**src/rtl/branch_predictor.sv**
```systemverilog
// rtl/branch_predictor.sv - BHT direction predictor with execute-stage resolution,
// table training, sequential flush and saturating performance counters.
module branch_predictor #(
   parameter int         BHT_ENTRIES  = 64,
   parameter logic [1:0] COUNTER_INIT = 2'b01,
   parameter int         COUNT_WIDTH  = 32
) (
   input  logic                   clock_i,
   input  logic                   reset_i,
   input  logic                   fetch_valid_i,
   input  logic [31:0]            fetch_pc_i,
   output logic                   predict_taken_o,
   input  logic                   ex_valid_i,
   input  logic [31:0]            ex_pc_i,
   input  logic                   ex_predicted_taken_i,
   input  logic                   branch_enable_i,
   input  logic                   jal_enable_i,
   input  logic                   jalr_enable_i,
   input  logic                   result_equal_zero_i,
   input  logic [2:0]             inst_funct3_i,
   input  logic                   bht_flush_i,
   output logic                   redirect_o,
   output logic [1:0]             next_pc_select_o,
   output logic                   flush_busy_o,
   output logic [COUNT_WIDTH-1:0] branch_count_o,
   output logic [COUNT_WIDTH-1:0] mispredict_count_o
);

   localparam int IDX = $clog2(BHT_ENTRIES);

   localparam logic [1:0] CTL_PC_PC4     = 2'b00;
   localparam logic [1:0] CTL_PC_PC_IMM  = 2'b01;
   localparam logic [1:0] CTL_PC_RS1_IMM = 2'b10;

   typedef enum logic {IDLE, CLEAR} state_e;

   state_e                 state_q;
   logic [IDX-1:0]         ptr_q;
   logic                   flush_busy_q;
   logic [1:0]             bht_q [BHT_ENTRIES];
   logic [COUNT_WIDTH-1:0] branch_count_q, branch_count_d;
   logic [COUNT_WIDTH-1:0] mispredict_count_q, mispredict_count_d;
   logic [1:0]             ex_ctr_d;

   logic [IDX-1:0] fetch_idx, ex_idx;
   logic           br_is_cond, br_taken_on_zero, br_taken;
   logic           br_valid, br_redirect, train_en;
   logic           unused_pc_bits;

   assign fetch_idx = fetch_pc_i[IDX+1:2];
   assign ex_idx    = ex_pc_i[IDX+1:2];
   assign unused_pc_bits = ^{fetch_pc_i[31:IDX+2], fetch_pc_i[1:0],
                             ex_pc_i[31:IDX+2], ex_pc_i[1:0]};

   // funct3 010/011 are not conditional branches at all
   assign br_is_cond       = inst_funct3_i[2:1] != 2'b01;
   assign br_taken_on_zero = (inst_funct3_i == 3'b000) || (inst_funct3_i == 3'b101) ||
                             (inst_funct3_i == 3'b111);
   assign br_taken    = br_is_cond & (br_taken_on_zero ? result_equal_zero_i : ~result_equal_zero_i);
   assign br_valid    = ex_valid_i & branch_enable_i & br_is_cond;
   assign br_redirect = br_valid & (br_taken ^ ex_predicted_taken_i);
   assign train_en    = br_valid & ~flush_busy_q;

   assign predict_taken_o = fetch_valid_i & ~flush_busy_q & bht_q[fetch_idx][1];

   always_comb begin
      redirect_o       = 1'b0;
      next_pc_select_o = CTL_PC_PC4;
      if (ex_valid_i) begin
         if (branch_enable_i) begin
            redirect_o       = br_redirect;
            next_pc_select_o = br_taken ? CTL_PC_PC_IMM : CTL_PC_PC4;
         end else if (jal_enable_i) begin
            redirect_o       = 1'b1;
            next_pc_select_o = CTL_PC_PC_IMM;
         end else if (jalr_enable_i) begin
            redirect_o       = 1'b1;
            next_pc_select_o = CTL_PC_RS1_IMM;
         end
      end
   end

   always_comb begin
      ex_ctr_d = bht_q[ex_idx];
      if (br_taken && bht_q[ex_idx] != 2'b11) begin
         ex_ctr_d = bht_q[ex_idx] + 2'd1;
      end else if (!br_taken && bht_q[ex_idx] != 2'b00) begin
         ex_ctr_d = bht_q[ex_idx] - 2'd1;
      end
   end

   always_comb begin
      branch_count_d     = branch_count_q;
      mispredict_count_d = mispredict_count_q;
      if (br_valid && branch_count_q != '1) begin
         branch_count_d = branch_count_q + COUNT_WIDTH'(1);
      end
      if (br_redirect && mispredict_count_q != '1) begin
         mispredict_count_d = mispredict_count_q + COUNT_WIDTH'(1);
      end
   end

   // A flush request in CLEAR restarts the sweep from entry 0
   always_ff @(posedge clock_i or posedge reset_i) begin
      if (reset_i) begin
         state_q      <= IDLE;
         ptr_q        <= '0;
         flush_busy_q <= 1'b0;
      end else begin
         case (state_q)
            IDLE: begin
               if (bht_flush_i) begin
                  state_q      <= CLEAR;
                  ptr_q        <= '0;
                  flush_busy_q <= 1'b1;
               end
            end
            CLEAR: begin
               if (bht_flush_i) begin
                  ptr_q <= '0;
               end else if (ptr_q == '1) begin
                  state_q      <= IDLE;
                  ptr_q        <= '0;
                  flush_busy_q <= 1'b0;
               end else begin
                  ptr_q <= ptr_q + IDX'(1);
               end
            end
            default: begin
               state_q      <= IDLE;
               flush_busy_q <= 1'b0;
            end
         endcase
      end
   end

   always_ff @(posedge clock_i or posedge reset_i) begin
      if (reset_i) begin
         for (int i = 0; i < BHT_ENTRIES; i++) begin
            bht_q[i] <= COUNTER_INIT;
         end
      end else if (flush_busy_q) begin
         bht_q[ptr_q] <= COUNTER_INIT;
      end else if (train_en) begin
         bht_q[ex_idx] <= ex_ctr_d;
      end
   end

   always_ff @(posedge clock_i or posedge reset_i) begin
      if (reset_i) begin
         branch_count_q     <= '0;
         mispredict_count_q <= '0;
      end else begin
         branch_count_q     <= branch_count_d;
         mispredict_count_q <= mispredict_count_d;
      end
   end

   assign flush_busy_o       = flush_busy_q;
   assign branch_count_o     = branch_count_q;
   assign mispredict_count_o = mispredict_count_q;

endmodule

```
**config.mk**
```make
export PLATFORM = sky130hd
export DESIGN_NAME = branch_predictor
export DESIGN_NICKNAME = d
export VERILOG_FILES = /design/src/rtl/branch_predictor.sv
export SDC_FILE = /design/constraint.sdc
export NUM_CORES = 1
export LEC_CHECK = 0
export CAP_MARGIN = 20
export CORE_MARGIN = 8
export CORE_UTILIZATION = 45
export DETAILED_ROUTE_END_ITERATION = 16
export DONT_BUFFER_PORTS = 1
export PLACE_DENSITY = 0.72
export SYNTH_ARGS = -nofsm -noshare
export SYNTH_HDL_FRONTEND = slang
export SYNTH_SLANG_ARGS = --single-unit
```
**constraint.sdc**
```tcl
create_clock -name clock_i -period 9.42 [get_ports clock_i]
set_input_delay 1.884 -clock clock_i [delete_from_list [all_inputs] [get_ports clock_i]]
set_output_delay 1.884 -clock clock_i [all_outputs]
set_load 0.03 [all_outputs]
```
==> impl_metrics.csv <==
group,metric,value,unit
synthesis,primary_ff_master_synth,"dfrtp_1",
synthesis,syn_area_per_cell,9.94,um2
timing,worst_clock_skew,0.0126,ns
worst_hold_path,whs_path_depth,2,
place,placedInstanceArea,0.0113,mm2
final_layout,final_common_cell,"dfrtp_1",
critical_path,highest_net_fanout_along_the_worst_path,7,
synthesis,ys.warnings.count,0,
synthesis,synth_enable_flop_cells,0,
final_layout,area.growth.synth_to_final,6.71,%
drt,antenna_left,0,
floorplanning,die_area,0.0301,mm2
timing,post-route-worst-setup-slack,3.96,ns
critical_path,critical_path.cell_chain,"xor2_1, mux2i_1, xnor2_1, nand2_1, o21ai_0, and2_1",
timing,relSlewSlack,0.330,
synthesis,post_synth_instance_area,0.0112,mm2
critical_path,cp_data_required_time,7.54,ns
critical_path,worst_setup_path_end_kind,"output port",
final_layout,flip_flop_and_latch_area,0.00508,mm2
place,globalplace.congestion,0.879,
critical_path,timing.critical_path.max_delay_family,"multiplexers",
clock_network,cts_tree,"built",
clock_network,cts_resized,0,
floorplanning,die_width,174,um
global_route,grt_max_degree,131,
synthesis,netlist_instances,1124,
global_route,grt_pass1_vias,9153,
clock_network,cts_hold_repair.buffers,0,
floorplanning,rows,57,
timing,clock.fmax,183,MHz
synthesis,yosys.area_share.adder,0.00560,
drt,vias_per_cell,6.50,
critical_path,setup.worst_path.start,"inst_funct3_i[0]",
final_layout,final_cell_mix,"dfrtp_1, nor2_1, nand2_1",
floorplanning,dieHeight,174,um
global_route,grt_first_pass_wirelength,51400,um
synthesis,synthSimpleGateAreaFrac,0.170,
final_layout,postLayoutCoreUtil,0.490,
critical_path,critPathLaunchType,"input port",
drt,wl_per_cell,23.0,um
clock_network,cts_setup_buffers,0,
drt,drt_iter0_drc,1121,
global_route,grt_antenna_before_repair,0,
synthesis,synthDistinctLibCells,61,
place,pre_cts_ws,3.95,ns
place,place_hpwl,21900,um
floorplanning,floorplan.io_pins,146,
final_layout,finalInstanceArea,0.0119,mm2
pwr,power_density,179,mW/mm2
timing,setup_viol,0,
drt,drc,0,
timing,worstMarginPinSlew,1.00,ns
synthesis,seq_area_frac_synth,0.455,
clock_network,clk_latency,0.45,ns
synthesis,synth_top_cell_by_area,"dfrtp_1",
synthesis,synthXorXnorAreaFrac,0.0532,
timing,setup-tns-final,0,ns
place,numPortBuffers,0,
global_route,global_route.overflow_total,0,
synthesis,postSynthRegisterBits,200,
worst_hold_path,min_path_type,"flop to flop",
final_layout,fill_cells,2209,
timing,grt_setup_unrepaired,"no",
clock_network,cts_buffer_depth,2,
clock_network,numCtsBuffers,17,
synthesis,synth.area.mux_share,0.117,
synthesis,synth_top_cell_area_share,0.305,
critical_path,r2r_start,"bht_q[48]$_DFFE_PP1P_",
synthesis,synth.net_count,1206,
synthesis,postSynth.asyncResetShare,1.00,
pwr,p_leak,0.00451,uW
synthesis,synth_area_leaders,"dfrtp_1, dfstp_2, mux4_2",
drt,routed_wirelength,32600,um
job,max_cap_viol_count,0,
timing,slew_viol_final,0,
pwr,peakVddDrop,0.170,mV
timing,final_period_minus_worst_setup_slack,5.46,ns
clock_network,clk_root_buffer_cell,"clkbuf_16",
clock_network,total_number_of_clock_tree_sinks,200,
worst_hold_path,worstHoldStart,"bht_q[1]$_DFFE_PP0P_",
synthesis,synth_compound_area_frac,0.162,
critical_path,worstRegToRegCells,12,
critical_path,crit_type,"input port to output port",
clock_network,clk_transition_reported_paths,0.07,ns
drt,detailedRoute.firstPassIterationCount,6,
floorplanning,design.core.area,0.0243,mm2
global_route,track_usage,0.213,
final_layout,multi_input_area,0.00571,mm2
synthesis,dominant_combinational_cell_family_by_area_after_synthesis,"simple AND/OR/NAND/NOR gates",
critical_path,timing.critical_path.slowest_stage_cell,"mux2i_1",
timing,min_period_over_period,0.580,
outcome,status,"finished, final reports clean",
critical_path,slowest_delay,0.61,ns
timing,report.final.hold_viol_count,0,
critical_path,critical_path_cell_count,6,
drt,vias,9229,
clock_network,htree_levels,4,
final_layout,drive_gt1_frac,0.146,
critical_path,critical_path.n_buffers_inverters,0,
critical_path,crit_path_dat,3.58,ns
final_layout,nNetsFinal,1165,
floorplanning,initial_utilization,0.459,
final_layout,antennaDiodeCount,0,
-- metal layers --
layer  vias up  global-route usage  part of all wire
li1       4056                   -                 -
met1      4531               0.283              0.40
met2       549               0.308              0.43
met3        93              0.0826              0.13
met4         0              0.0837             0.032
met5         -                   0                 0
-- power breakdown --
group	total (uW)	internal [uW]	switching (uW)	leakage, uW
combinational	297	127	170	0.00179
sequential	1090	962	126	0.00245
clock	745	376	369	0.000278
-- per-stage QoR --
stage,power (uW),instances,hold WS (ns)
2_1_floorplan,1330,1124,0.466
3_3_place_gp,1380,1388,0.489
3_5_place_dp,1400,1388,0.499
4_1_cts,2140,1420,0.515
5_1_grt,2210,1420,0.549
6_report,2130,1420,0.516
-- registers in the layout, indices dropped and copies added (netlist names) --
register	count
ptr_q	6
state_q	1
mispredict_count_o	32
bht_q	128
flush_busy_o	1
branch_count_o	32
-- worst register-to-register path, cell delays in order, from the launching register on --
cell,delay (ns)
dfstp_2,0.38
mux4_2,0.48
a32oi_1,0.39
o21ai_1,0.12
a211o_1,0.35
nor2_2,0.17
inv_2,0.08
ha_1,0.23
mux2i_1,0.41
nand2_1,0.17
o21ai_4,0.08
buf_4,0.51
a31oi_1,0.23
-- cells by family (layout without fill, tap and decap cells) --
| logic type | Yosys count | count (layout) |
|---|---|---|
| compound gates | 290 | 290 |
| xor+xnor | 67 | 67 |
| fa+ha+maj | 5 | 5 |
| buf+inv | 88 | 60 |
| flops | 200 | 200 |
| mux | 79 | 79 |
| simple gates | 395 | 395 |
-- final cells by class --
| type | count | area share |
|---|---|---|
| Clock inverter | 15 | 0.0136 |
| Tap cell | 324 | 0.0340 |
| Inverter | 22 | 0.00756 |
| Timing Repair Buffer | 6 | 0.00378 |
| Multi-Input combinational cell | 836 | 0.479 |
| Clock buffer | 17 | 0.0357 |
| Sequential cell | 200 | 0.426 |
-- final timing paths --
path,endpoint,slack [ns]
worst max-delay path,redirect_o,3.96
worst min-delay path,bht_q[1]$_DFFE_PP0P_,0.52
worst max register to register,bht_q[56]$_DFFE_PP1P_,5.70
worst min register to register,bht_q[1]$_DFFE_PP0P_,0.52
max in group asynchronous,bht_q[105]$_DFFE_PP0P_,6.44
min in group asynchronous,branch_count_o[8]$_DFFE_PP0P_,1.48
-- synth_stat cells (3+ instances only) --
| library cell | n |
|---|---|
| o21ai_0 | 34 |
| a22oi_1 | 4 |
| mux2i_1 | 31 |
| buf_1 | 10 |
| clkbuf_1 | 32 |
| a32oi_1 | 4 |
| inv_1 | 20 |
| o22ai_1 | 3 |
| mux4_2 | 41 |
| buf_6 | 6 |
| nand2_1 | 107 |
| nand3_1 | 47 |
| nor3_1 | 22 |
| nor4_1 | 4 |
| mux2_2 | 4 |
| nand4_1 | 22 |
| a21oi_1 | 61 |
| and3_1 | 11 |
| and2_1 | 10 |
| a211oi_1 | 49 |
| xor2_1 | 18 |
| a31oi_1 | 10 |
| a221oi_1 | 11 |
| mux2_1 | 3 |
| ha_1 | 5 |
| dfstp_2 | 64 |
| nor2b_1 | 13 |
| and4_1 | 7 |
| nor2_1 | 110 |
| xnor2_1 | 48 |
| nand2b_1 | 16 |
| or3_1 | 3 |
| nor3b_1 | 3 |
| buf_2 | 17 |
| nand3b_1 | 5 |
| dfrtp_1 | 136 |
| o211ai_1 | 46 |
| o21ai_1 | 57 |
Note: power is estimated with default switching activity, not from simulation.
